--- config.mk ---
export PLATFORM = sky130hd
export DESIGN_NAME = exec_sequencer_flat
export DESIGN_NICKNAME = d
export VERILOG_FILES = /design/src/rtl/exec_sequencer_if.sv /design/src/rtl/exec_sequencer.sv /design/src/flat_wrapper.sv
export SDC_FILE = /design/constraint.sdc
export NUM_CORES = 1
export LEC_CHECK = 0
export CORE_MARGIN = 3
export CORE_UTILIZATION = 32
export CTS_BUF_LIST = sky130_fd_sc_hd__clkbuf_4
export DETAILED_ROUTE_END_ITERATION = 10
export GPL_TIMING_DRIVEN = 0
export HOLD_SLACK_MARGIN = 0.15
export SETUP_SLACK_MARGIN = 0.5
export SLEW_MARGIN = 20
export SYNTH_ARGS = -nofsm -noshare
export SYNTH_HDL_FRONTEND = slang
export SYNTH_SLANG_ARGS = --single-unit
--- constraint.sdc ---
create_clock -name clk_i -period 1.6 [get_ports clk_i]
set_input_delay 0.16 -clock clk_i [delete_from_list [all_inputs] [get_ports clk_i]]
set_output_delay 0.16 -clock clk_i [all_outputs]
set_load 0.005 [all_outputs]
--- src/rtl/exec_sequencer_if.sv ---
// Control/handshake bundle between the exec sequencer and the datapath/memories.
// master = sequencer side, slave = datapath side.
interface exec_sequencer_if;
    logic [6:0] opcode_i;
    logic       Cnd_i;
    logic       imem_ready_i;
    logic       dmem_ready_i;
    logic       imem_req_o;
    logic       ir_we_o;
    logic       set_cc_o;
    logic       dmem_req_o;
    logic       dmem_we_o;
    logic       rf_we_o;
    logic       pc_we_o;
    logic [1:0] pc_sel_o;
    logic [2:0] state_o;
    logic       halted_o;
    logic [1:0] trap_cause_o;

    modport master (
        input  opcode_i, Cnd_i, imem_ready_i, dmem_ready_i,
        output imem_req_o, ir_we_o, set_cc_o, dmem_req_o, dmem_we_o,
               rf_we_o, pc_we_o, pc_sel_o, state_o, halted_o, trap_cause_o
    );

    modport slave (
        output opcode_i, Cnd_i, imem_ready_i, dmem_ready_i,
        input  imem_req_o, ir_we_o, set_cc_o, dmem_req_o, dmem_we_o,
               rf_we_o, pc_we_o, pc_sel_o, state_o, halted_o, trap_cause_o
    );
endinterface

--- src/rtl/exec_sequencer.sv ---
// Multi-cycle fetch/decode/exec/mem/wb control FSM for the single-issue RISC-V datapath.
// Optional memory-handshake watchdog enabled by defining SEQ_TIMEOUT_EN.
module exec_sequencer #(
    parameter int unsigned TIMEOUT_CYCLES = 255
) (
    input logic              clk_i,
    input logic              rst_i,
    exec_sequencer_if.master bus
);
    localparam int unsigned OPC_W   = 7;
    localparam int unsigned SEL_W   = 2;
    localparam int unsigned CAUSE_W = 2;

    localparam logic [OPC_W-1:0] OPC_LOAD   = 7'b0000011;
    localparam logic [OPC_W-1:0] OPC_STORE  = 7'b0100011;
    localparam logic [OPC_W-1:0] OPC_BRANCH = 7'b1100011;
    localparam logic [OPC_W-1:0] OPC_JAL    = 7'b1101111;
    localparam logic [OPC_W-1:0] OPC_JALR   = 7'b1100111;
    localparam logic [OPC_W-1:0] OPC_OP     = 7'b0110011;
    localparam logic [OPC_W-1:0] OPC_OP_IMM = 7'b0010011;
    localparam logic [OPC_W-1:0] OPC_LUI    = 7'b0110111;
    localparam logic [OPC_W-1:0] OPC_AUIPC  = 7'b0010111;
    localparam logic [OPC_W-1:0] OPC_SYSTEM = 7'b1110011;

    localparam logic [SEL_W-1:0] SEL_PC4  = 2'b00;
    localparam logic [SEL_W-1:0] SEL_VALE = 2'b01;
    localparam logic [SEL_W-1:0] SEL_JALR = 2'b10;

    localparam logic [CAUSE_W-1:0] CAUSE_NONE    = 2'b00;
    localparam logic [CAUSE_W-1:0] CAUSE_ILLEGAL = 2'b01;
    localparam logic [CAUSE_W-1:0] CAUSE_TIMEOUT = 2'b10;

    typedef enum logic [2:0] {
        S_FETCH  = 3'd0,
        S_DECODE = 3'd1,
        S_EXEC   = 3'd2,
        S_MEM    = 3'd3,
        S_WB     = 3'd4,
        S_HALT   = 3'd5,
        S_TRAP   = 3'd6
    } state_t;

    // A zero watchdog limit would give a zero-width counter.
    if (TIMEOUT_CYCLES == 0) begin : g_bad_timeout
        $error("exec_sequencer: TIMEOUT_CYCLES must be non-zero");
    end

    state_t               state_q, state_d;
    logic [OPC_W-1:0]     op_q, op_d;
    logic [CAUSE_W-1:0]   cause_q, cause_d;
    logic                 legal_c;
    logic                 waiting_c;
    logic                 timeout_c;

    logic                 imem_req_c;
    logic                 ir_we_c;
    logic                 set_cc_c;
    logic                 dmem_req_c;
    logic                 dmem_we_c;
    logic                 rf_we_c;
    logic                 pc_we_c;
    logic [SEL_W-1:0]     pc_sel_c;

    // Opcode legality on the live instruction-register field.
    always_comb begin
        legal_c = 1'b0;
        case (bus.opcode_i)
            OPC_LOAD, OPC_STORE, OPC_BRANCH, OPC_JAL, OPC_JALR,
            OPC_OP, OPC_OP_IMM, OPC_LUI, OPC_AUIPC, OPC_SYSTEM: legal_c = 1'b1;
            default:                                            legal_c = 1'b0;
        endcase
    end

    assign waiting_c = ((state_q == S_FETCH) && !bus.imem_ready_i) ||
                       ((state_q == S_MEM)   && !bus.dmem_ready_i);

`ifdef SEQ_TIMEOUT_EN
    localparam int unsigned CNT_W = $clog2(TIMEOUT_CYCLES + 1);

    logic [CNT_W-1:0] cnt_q, cnt_d;

    // Trap on the wait cycle that brings the count to TIMEOUT_CYCLES.
    assign timeout_c = waiting_c && (cnt_q == CNT_W'(TIMEOUT_CYCLES - 1));

    always_comb begin
        cnt_d = cnt_q;
        if (state_d != state_q) begin
            cnt_d = '0;
        end else if (waiting_c) begin
            cnt_d = cnt_q + CNT_W'(1);
        end
    end

    always_ff @(posedge clk_i or posedge rst_i) begin
        if (rst_i) begin
            cnt_q <= '0;
        end else begin
            cnt_q <= cnt_d;
        end
    end
`else
    assign timeout_c = 1'b0;
`endif

    always_ff @(posedge clk_i or posedge rst_i) begin
        if (rst_i) begin
            state_q <= S_FETCH;
            op_q    <= '0;
            cause_q <= CAUSE_NONE;
        end else begin
            state_q <= state_d;
            op_q    <= op_d;
            cause_q <= cause_d;
        end
    end

    // Next-state and strobe decode; later states look only at the latched op_q.
    always_comb begin
        state_d    = state_q;
        op_d       = op_q;
        cause_d    = cause_q;
        imem_req_c = 1'b0;
        ir_we_c    = 1'b0;
        set_cc_c   = 1'b0;
        dmem_req_c = 1'b0;
        dmem_we_c  = 1'b0;
        rf_we_c    = 1'b0;
        pc_we_c    = 1'b0;
        pc_sel_c   = SEL_PC4;

        case (state_q)
            S_FETCH: begin
                imem_req_c = 1'b1;
                if (bus.imem_ready_i) begin
                    ir_we_c = 1'b1;
                    state_d = S_DECODE;
                end else if (timeout_c) begin
                    state_d = S_TRAP;
                    cause_d = CAUSE_TIMEOUT;
                end
            end

            S_DECODE: begin
                op_d = bus.opcode_i;
                if (!legal_c) begin
                    state_d = S_TRAP;
                    cause_d = CAUSE_ILLEGAL;
                end else if (bus.opcode_i == OPC_SYSTEM) begin
                    state_d = S_HALT;
                end else begin
                    state_d = S_EXEC;
                end
            end

            S_EXEC: begin
                set_cc_c = (op_q == OPC_BRANCH);
                if ((op_q == OPC_LOAD) || (op_q == OPC_STORE)) begin
                    state_d = S_MEM;
                end else if (op_q == OPC_BRANCH) begin
                    pc_we_c  = 1'b1;
                    pc_sel_c = bus.Cnd_i ? SEL_VALE : SEL_PC4;
                    state_d  = S_FETCH;
                end else begin
                    state_d = S_WB;
                end
            end

            S_MEM: begin
                dmem_req_c = 1'b1;
                dmem_we_c  = (op_q == OPC_STORE);
                if (bus.dmem_ready_i) begin
                    if (op_q == OPC_STORE) begin
                        pc_we_c = 1'b1;
                        state_d = S_FETCH;
                    end else begin
                        state_d = S_WB;
                    end
                end else if (timeout_c) begin
                    state_d = S_TRAP;
                    cause_d = CAUSE_TIMEOUT;
                end
            end

            S_WB: begin
                rf_we_c = 1'b1;
                pc_we_c = 1'b1;
                if (op_q == OPC_JAL) begin
                    pc_sel_c = SEL_VALE;
                end else if (op_q == OPC_JALR) begin
                    pc_sel_c = SEL_JALR;
                end
                state_d = S_FETCH;
            end

            S_HALT, S_TRAP: begin
                state_d = state_q;
            end

            default: begin
                state_d = S_FETCH;
            end
        endcase
    end

    assign bus.imem_req_o   = imem_req_c;
    // While reset is held the FSM sits in FETCH; keep the IR write quiet.
    assign bus.ir_we_o      = ir_we_c & ~rst_i;
    assign bus.set_cc_o     = set_cc_c;
    assign bus.dmem_req_o   = dmem_req_c;
    assign bus.dmem_we_o    = dmem_we_c;
    assign bus.rf_we_o      = rf_we_c;
    assign bus.pc_we_o      = pc_we_c;
    assign bus.pc_sel_o     = pc_sel_c;
    assign bus.state_o      = 3'(state_q);
    assign bus.halted_o     = (state_q == S_HALT);
    assign bus.trap_cause_o = cause_q;
endmodule
--- src/flat_wrapper.sv ---
// flat-port wrapper written by rule: the top's interface ports become plain ports
module exec_sequencer_flat 
#(
    parameter int unsigned TIMEOUT_CYCLES = 255
)
  (clk_i, rst_i, bus_opcode_i, bus_Cnd_i, bus_imem_ready_i, bus_dmem_ready_i, bus_imem_req_o, bus_ir_we_o, bus_set_cc_o, bus_dmem_req_o, bus_dmem_we_o, bus_rf_we_o, bus_pc_we_o, bus_pc_sel_o, bus_state_o, bus_halted_o, bus_trap_cause_o);
  exec_sequencer_if bus_i ();
  input logic clk_i;
  input logic rst_i;
  input wire logic [$bits(bus_i.opcode_i)-1:0] bus_opcode_i;
  input wire logic [$bits(bus_i.Cnd_i)-1:0] bus_Cnd_i;
  input wire logic [$bits(bus_i.imem_ready_i)-1:0] bus_imem_ready_i;
  input wire logic [$bits(bus_i.dmem_ready_i)-1:0] bus_dmem_ready_i;
  output wire logic [$bits(bus_i.imem_req_o)-1:0] bus_imem_req_o;
  output wire logic [$bits(bus_i.ir_we_o)-1:0] bus_ir_we_o;
  output wire logic [$bits(bus_i.set_cc_o)-1:0] bus_set_cc_o;
  output wire logic [$bits(bus_i.dmem_req_o)-1:0] bus_dmem_req_o;
  output wire logic [$bits(bus_i.dmem_we_o)-1:0] bus_dmem_we_o;
  output wire logic [$bits(bus_i.rf_we_o)-1:0] bus_rf_we_o;
  output wire logic [$bits(bus_i.pc_we_o)-1:0] bus_pc_we_o;
  output wire logic [$bits(bus_i.pc_sel_o)-1:0] bus_pc_sel_o;
  output wire logic [$bits(bus_i.state_o)-1:0] bus_state_o;
  output wire logic [$bits(bus_i.halted_o)-1:0] bus_halted_o;
  output wire logic [$bits(bus_i.trap_cause_o)-1:0] bus_trap_cause_o;
  assign bus_i.opcode_i = bus_opcode_i;
  assign bus_i.Cnd_i = bus_Cnd_i;
  assign bus_i.imem_ready_i = bus_imem_ready_i;
  assign bus_i.dmem_ready_i = bus_dmem_ready_i;
  assign bus_imem_req_o = bus_i.imem_req_o;
  assign bus_ir_we_o = bus_i.ir_we_o;
  assign bus_set_cc_o = bus_i.set_cc_o;
  assign bus_dmem_req_o = bus_i.dmem_req_o;
  assign bus_dmem_we_o = bus_i.dmem_we_o;
  assign bus_rf_we_o = bus_i.rf_we_o;
  assign bus_pc_we_o = bus_i.pc_we_o;
  assign bus_pc_sel_o = bus_i.pc_sel_o;
  assign bus_state_o = bus_i.state_o;
  assign bus_halted_o = bus_i.halted_o;
  assign bus_trap_cause_o = bus_i.trap_cause_o;
  exec_sequencer #(.TIMEOUT_CYCLES(TIMEOUT_CYCLES)) u_core (.clk_i(clk_i), .rst_i(rst_i), .bus(bus_i));
endmodule
==> results of run 1 <==
-- worst paths after layout --
check	start	endpoint	slack, ns	depth (start not counted)
worst min register to register	u_core.bus.trap_cause_o[0]	u_core.bus.trap_cause_o[0]	0.47	1
max in group asynchronous	rst_i	u_core.bus.state_o[2]	1.19	3
worst max register to register	u_core.op_q[4]	u_core.bus.state_o[0]	0.05	6
worst min-delay path	bus_opcode_i[3]	u_core.op_q[3]	0.23	2
worst max-delay path	u_core.op_q[6]	bus_pc_sel_o[0]	-0.30	6
min in group asynchronous	rst_i	u_core.op_q[5]	0.24	3
-- kinds of logic (layout without fill, tap and decap cells) --
family,Yosys count,in the layout
flip-flops,11,11
other,1,1
AO/OA/AOI/OAI,15,15
buffers and inverters,7,63
adder cells (fa/ha/maj),1,1
AND/OR/NAND/NOR,29,29
multiplexers,8,8
-- per-layer routing --
| layer | global-route usage | up-vias | part of all wire |
|---|---|---|---|
| met3 | 0.0526 | 0 | 0.067 |
| li1 | - | 382 | - |
| met2 | 0.313 | 31 | 0.52 |
| met5 | 0 | - | 0 |
| met1 | 0.218 | 381 | 0.42 |
| met4 | 0.0468 | 0 | 0 |
-- sequential cells by signal (all words and copies together), names as in the netlist --
register,count
u_core.bus.state_o,3
u_core.op_q,7
u_core.bus.trap_cause_o,1
-- cell type report --
| type | instances | area [sq um] | share of cell area |
|---|---|---|---|
| clock buffer | 4 | 30.0 | 0.0209 |
| inverter | 3 | 17.5 | 0.0122 |
| multi-input combinational | 54 | 546 | 0.379 |
| tap | 27 | 33.8 | 0.0235 |
| sequential | 11 | 280 | 0.195 |
| buffer | 4 | 43.8 | 0.0304 |
| timing repair buffer | 52 | 489 | 0.340 |
-- critical path, cell delays in order (launching register included) --
cell and delay, ns:
sky130_fd_sc_hd__dfrtp_2 0.42, sky130_fd_sc_hd__nand2_1 0.15, sky130_fd_sc_hd__nor4_4 0.26, sky130_fd_sc_hd__nor4b_4 0.27
sky130_fd_sc_hd__buf_4 0.15, sky130_fd_sc_hd__a22o_1 0.11, sky130_fd_sc_hd__buf_2 0.10
-- where the power goes --
group          internal, uW  switching (uW)
sequential              413             157
clock                   113            93.7
combinational           899             581
total                  1430             832
-- per-stage QoR --
| step | utilization | TNS [ns] | hold slack [ns] | total power [uW] |
|---|---|---|---|---|
| 6_report | 0.698 | -1.24 | 0.227 | 2260 |
| 2_1_floorplan | - | 0 | 0.0175 | 1040 |
| 3_3_place_gp | 0.502 | -1.90 | 0.450 | 1340 |
| 3_5_place_dp | 0.502 | -1.94 | 0.454 | 1360 |
| 5_1_grt | 0.698 | -1.77 | 0.222 | 2420 |
| 4_1_cts | 0.638 | -1.67 | 0.237 | 2060 |
-- cell usage in the layout (no fill, tap or decap), types with 2 or more instances in the layout --
cell type                         instances
sky130_fd_sc_hd__buf_6                   23
sky130_fd_sc_hd__buf_4                   14
sky130_fd_sc_hd__clkdlybuf4s50_1          9
sky130_fd_sc_hd__dfrtp_1                  7
sky130_fd_sc_hd__mux2_4                   4
sky130_fd_sc_hd__nor2b_4                  4
sky130_fd_sc_hd__clkbuf_4                 4
sky130_fd_sc_hd__buf_2                    4
sky130_fd_sc_hd__dfrtp_2                  4
sky130_fd_sc_hd__mux2_2                   3
sky130_fd_sc_hd__nand2b_1                 3
sky130_fd_sc_hd__and3_4                   3
sky130_fd_sc_hd__nor4_4                   2
sky130_fd_sc_hd__nand2_1                  2
sky130_fd_sc_hd__nand3_1                  2
sky130_fd_sc_hd__o31ai_1                  2
sky130_fd_sc_hd__nor2b_1                  2
sky130_fd_sc_hd__a31oi_1                  2
sky130_fd_sc_hd__dlygate4sd2_1            2
-- timing repair --
item,4_1_cts,5_1_grt
gates resized for setup,74,32
setup buffers,23,4
pin swaps,10,9
endpoints found under the setup margin,25,25
hold buffers,0,0
==> summary.txt, run 1 <==
Run status
  – Outcome: finished with violations
  – Failing checks: setup timing

Finish
  – Fraction of final layout cells with drive strength greater than 1: 0.617
  – Number of inserted filler cells in the final layout: 158
  – Antenna cells: 0
  – Summed area of non-filler cells in the final layout: 1440 sq um
  – Final layout net count: 141
  – Area Overhead vs Synth: 98.1%
  – Final non-filler cell total: 155

Synthesis
  – Netlist cell types: 35
  – Number of standard cells after synthesis: 72
  – Number of flops mapped to enable cells by yosys: 0
  – Synth top area share: 0.379
  – Area share of fa/ha/maj cells after synthesis: 0.0138
  – Top post-synthesis cells by area: sky130_fd_sc_hd__dfrtp_1, sky130_fd_sc_hd__mux2_2, sky130_fd_sc_hd__nor2b_1, sky130_fd_sc_hd__and3_1, sky130_fd_sc_hd__nor4b_4
  – Mean Syn Cell Area: 10.1 sq um
  – Fraction of the yosys area taken by sequential cells: 0.379
  – Share of synthesized cell area in and, or, nand and nor gates: 0.289
  – Total of flip-flops plus latches after synthesis: 11
  – Share of async-settable or async-resettable flops after synthesis: 1.00
  – Post-synth net total: 84
  – Number of synthesis warnings: 0
  – Flip-flop cell with the highest count after synthesis: sky130_fd_sc_hd__dfrtp_1
  – Leading cell type by number of instances after synthesis: sky130_fd_sc_hd__dfrtp_1
  – Most frequent cells after synthesis: sky130_fd_sc_hd__dfrtp_1, sky130_fd_sc_hd__mux2_2, sky130_fd_sc_hd__nor2b_1
  – Cell accounting for the most synthesized area: sky130_fd_sc_hd__dfrtp_1
  – Proportion of synthesized area in mux cells: 0.122
  – Post-synth design cell area: 727 sq um
  – Synthesized-area fraction occupied by ao, oa, aoi and oai cells: 0.143
  – Main combinational cell family by area after synthesis: simple AND/OR/NAND/NOR gates
  – Post-Synth XOR/XNOR Area: 0

Timing
  – Final worst clock skew: 0.00829 ns
  – Post-route fraction of the period consumed by the critical path: 1.19
  – Pins Over Slew Limit: 0
  – Worst slew slack as a fraction of its limit: 0.655
  – Final number of hold-violating endpoints: 0
  – Final critical path time including I/O delays and setup: 1.90 ns
  – Post-layout worst setup margin: -0.298 ns
  – Highest clock frequency the design can meet: 527 MHz
  – Total of endpoints with negative setup slack in the final report: 5
  – Pin slew with the least headroom to its limit: 0.513 ns
  – RSZ-0062 raised after global routing: true

Setup path
  – Critical path data required time: 1.44 ns
  – Kind of capture point of the worst setup path: output pin
  – Peak fanout along the critical path: 4
  – Startpoint kind of the worst setup timing path: flop
  – Critical path class: reg2out
  – Critical Path AT: 1.74 ns

Route
  – Count of TritonRoute iterations in the first routing pass: 4
  – Ratio of routed vias to standard cells: 5.12
  – Iteration-0 DRC Markers: 11
  – Overall via count from detail_route: 794
  – Final antenna-violating net count: 0
  – Count of unresolved DRC violations after routing: 0
  – WL per Instance: 14.6 microns
  – Routed Wire Length: 2260 microns

Global route
  – Via count of the first global-routing pass: 823
  – Global-route wire length before repair: 3760 microns
  – Final global-route overflow total: 0
  – Antenna violations before repair: 0
  – Pin count of the biggest net entering global routing: 12
  – Total Routing Usage GR: 0.181

Placed design
  – Dpl hpwl: 1380 microns
  – Port bufs: 25
  – Count of placed standard cells including taps: 124
  – Pre-CTS setup slack: -0.371 ns
  – Area after DPL: 1030 sq um
  – Final weighted congestion of routability-driven global placement: 0.760

Floorplan
  – Core footprint: 2060 sq um
  – Initial standard-cell utilization of the core: 0.353
  – I/O pin cnt: 27
  – Die height: 53.7 microns
  – Number of core rows: 16
  – DIE AREA: 2880 sq um
  – Width of the die: 53.7 microns

Clock network
  – Reg clk slew, reported paths: 0.07 ns
  – CTS Root Buffer Type: sky130_fd_sc_hd__clkbuf_4
  – Inserted Clock Buffers: 3
  – CTS tree: yes
  – Clock latency at the later pin of the worst-skew pair: 0.27 ns
  – CTS Buffer Depth: 2
  – Num Clock Sinks: 11
  – Clock H-tree levels: 1

Power
  – Power density of the placed cells: 1570 nW/um^2
  – Cell leakage power: 0.000618 uW
  – Maximum vdd ir drop: 0.000990 V

Worst hold path
  – Path category of the worst min-delay check: in2reg

Job
  – Max-cap viol count: 0
No activity file was read; power rests on OpenSTA's default activity.
==> inputs of run 2 (changes only) <==
CELL_PAD_IN_SITES_DETAIL_PLACEMENT = 1   (was unset)
CELL_PAD_IN_SITES_GLOBAL_PLACEMENT = 1   (was unset)
PLACE_DENSITY_LB_ADDON = 0.1   (was unset)
==> run 2 against run 1 <==
Compared with the run above: the run still ends with setup timing left; power up 11%; sequential share of layout area down 0.50 points; register-to-register slack worse by 0.20 ns; global-route usage up 3.6 points; combinational power up 14%; clock power up 8%; largest power group unchanged; critical path depth unchanged.
==> summary.txt, run 2 (same netlist as run 1, synthesis figures left out) <==
Job
  – Max-cap viol count: 0

Timing
  – Minimum hold slack: 0.196 ns
  – RSZ-0062 raised after global routing: true
  – Post-route fraction of the period consumed by the critical path: 1.37
  – Pins Over Slew Limit: 0
  – Final number of hold-violating endpoints: 0
  – Final critical path time including I/O delays and setup: 2.18 ns
  – Post-layout worst setup margin: -0.585 ns
  – Total of endpoints with negative setup slack in the final report: 14
  – Final worst clock skew: 0.00318 ns
  – Highest clock frequency the design can meet: 458 MHz

Clock network
  – CTS Root Buffer Type: sky130_fd_sc_hd__clkbuf_4
  – CTS tree: yes
  – Reg clk slew, reported paths: 0.08 ns
  – Clock H-tree levels: 1
  – CTS Hold Buffers Added: 0
  – CTS Buffer Depth: 2
  – Num Clock Sinks: 11
  – Inserted Clock Buffers: 3
  – Clock latency at the later pin of the worst-skew pair: 0.28 ns

Floorplan
  – DIE AREA: 2880 sq um
  – Width of the die: 53.7 microns
  – Core footprint: 2060 sq um
  – Initial standard-cell utilization of the core: 0.353
  – Number of core rows: 16
  – Die height: 53.7 microns
  – I/O pin cnt: 27

Route
  – WL per Instance: 23.1 microns
  – Count of TritonRoute iterations in the first routing pass: 4
  – Iteration-0 DRC Markers: 21
  – Overall via count from detail_route: 895
  – Count of unresolved DRC violations after routing: 0
  – Routed Wire Length: 3650 microns
  – Final antenna-violating net count: 0
  – Ratio of routed vias to standard cells: 5.66

Global route
  – Via count of the first global-routing pass: 816
  – Total Routing Usage GR: 0.217
  – Pin count of the biggest net entering global routing: 13
  – Final global-route overflow total: 0
  – Global-route wire length before repair: 4350 microns
  – Antenna violations before repair: 0

Finish
  – Fraction of final layout cells with drive strength greater than 1: 0.626
  – Number of inserted filler cells in the final layout: 219
  – Antenna cells: 0
  – Register bank with the most flops: u_core.op_q
  – Max FFs per register: 7
  – Final layout net count: 144
  – Area Overhead vs Synth: 102%
  – Most common library cell in the layout ignoring fill and taps: sky130_fd_sc_hd__buf_6
  – Top library cells by usage in the layout, fill and taps aside: sky130_fd_sc_hd__buf_6, sky130_fd_sc_hd__buf_4, sky130_fd_sc_hd__clkdlybuf4s50_1, sky130_fd_sc_hd__dfrtp_1, sky130_fd_sc_hd__buf_2

Power
  – Maximum vdd ir drop: 0.00117 V
  – Power density of the placed cells: 1710 nW/um^2
  – Cell leakage power: 0.000643 uW

Setup path
  – Critical path class: reg2out
  – Peak fanout along the critical path: 4
  – Startpoint kind of the worst setup timing path: flop
  – Critical path data required time: 1.44 ns
  – Register-to-Register Setup Slack: -0.15 ns
  – Kind of capture point of the worst setup path: output pin
  – Critical Path AT: 2.02 ns

Run status
  – Failing checks: setup timing
  – Outcome: finished with violations

Worst hold path
  – Path category of the worst min-delay check: in2async

Placed design
  – Port bufs: 25
  – Pre-CTS setup slack: -0.372 ns
  – Dpl hpwl: 1370 microns
  – Final weighted congestion of routability-driven global placement: 0.714
-- run 2: cell types whose count changed in the layout (fill, tap and decap cells not counted), moves of 2 or more --
cell / previous run / this run
sky130_fd_sc_hd__buf_6: 23 / 20
sky130_fd_sc_hd__buf_12: 0 / 2
sky130_fd_sc_hd__buf_8: 0 / 3
sky130_fd_sc_hd__buf_2: 4 / 6
sky130_fd_sc_hd__dlygate4sd2_1: 2 / 4
-- run 2: layout make-up --
cell class | count | area (sq um) | share of cell area
tap | 27 | 33.8 | 0.0230
inverter | 3 | 13.8 | 0.00935
buffer | 4 | 57.6 | 0.0391
timing repair buffer | 55 | 515 | 0.350
clock buffer | 4 | 30.0 | 0.0204
sequential | 11 | 279 | 0.190
multi-input combinational | 54 | 542 | 0.368
-- run 2: stage by stage --
step	cell area [sq um]	std cells	setup TNS, ns	total power [uW]	util
after floorplan	751	72	0	1040	-
after CTS	1320	145	-1.37	2030	0.640
after global routing	1470	158	-3.93	2630	0.714
after detailed placement	1030	124	-1.99	1350	0.502
after global placement	1030	124	-1.91	1340	0.502
final	1470	158	-2.97	2510	0.714
-- run 2: final timing paths --
kind,to,startpoint,cells after the start
hold reg to reg,u_core.bus.trap_cause_o[0],u_core.bus.trap_cause_o[0],1
min in group clk_i,u_core.op_q[5],bus_opcode_i[5],3
max in group asynchronous,u_core.bus.state_o[0],rst_i,2
setup reg to reg,u_core.op_q[3],u_core.bus.state_o[2],7
setup / recovery,bus_pc_sel_o[0],u_core.op_q[6],6
hold / removal,u_core.op_q[1],rst_i,2
-- run 2: layer usage --
metal,vias up,GRT usage,wire (microns)
met3,23,0.0166,170
li1,389,-,-
met4,0,0.102,219
met5,-,0,0
met1,435,0.275,1410
met2,48,0.371,1850
-- run 2: timing repair --
action,CTS,global route
buffers inserted,17,13
hold endpoints to repair,0,0
pin swaps,12,6
gates resized for setup,93,19
setup endpoints to repair,25,24
-- run 2: power breakdown --
part / switching, uW / internal [uW]
clock network: 109 / 114
logic: 698 / 989
registers: 195 / 408
total: 1000 / 1510
-- run 2: critical path: stages, from the launching register on --
cell and delay [ns]:
sky130_fd_sc_hd__dfrtp_1 0.50, sky130_fd_sc_hd__nand2_1 0.20, sky130_fd_sc_hd__nor4_4 0.30, sky130_fd_sc_hd__nor4b_4 0.32, sky130_fd_sc_hd__buf_4 0.17, sky130_fd_sc_hd__a22o_1 0.13
sky130_fd_sc_hd__buf_2 0.12
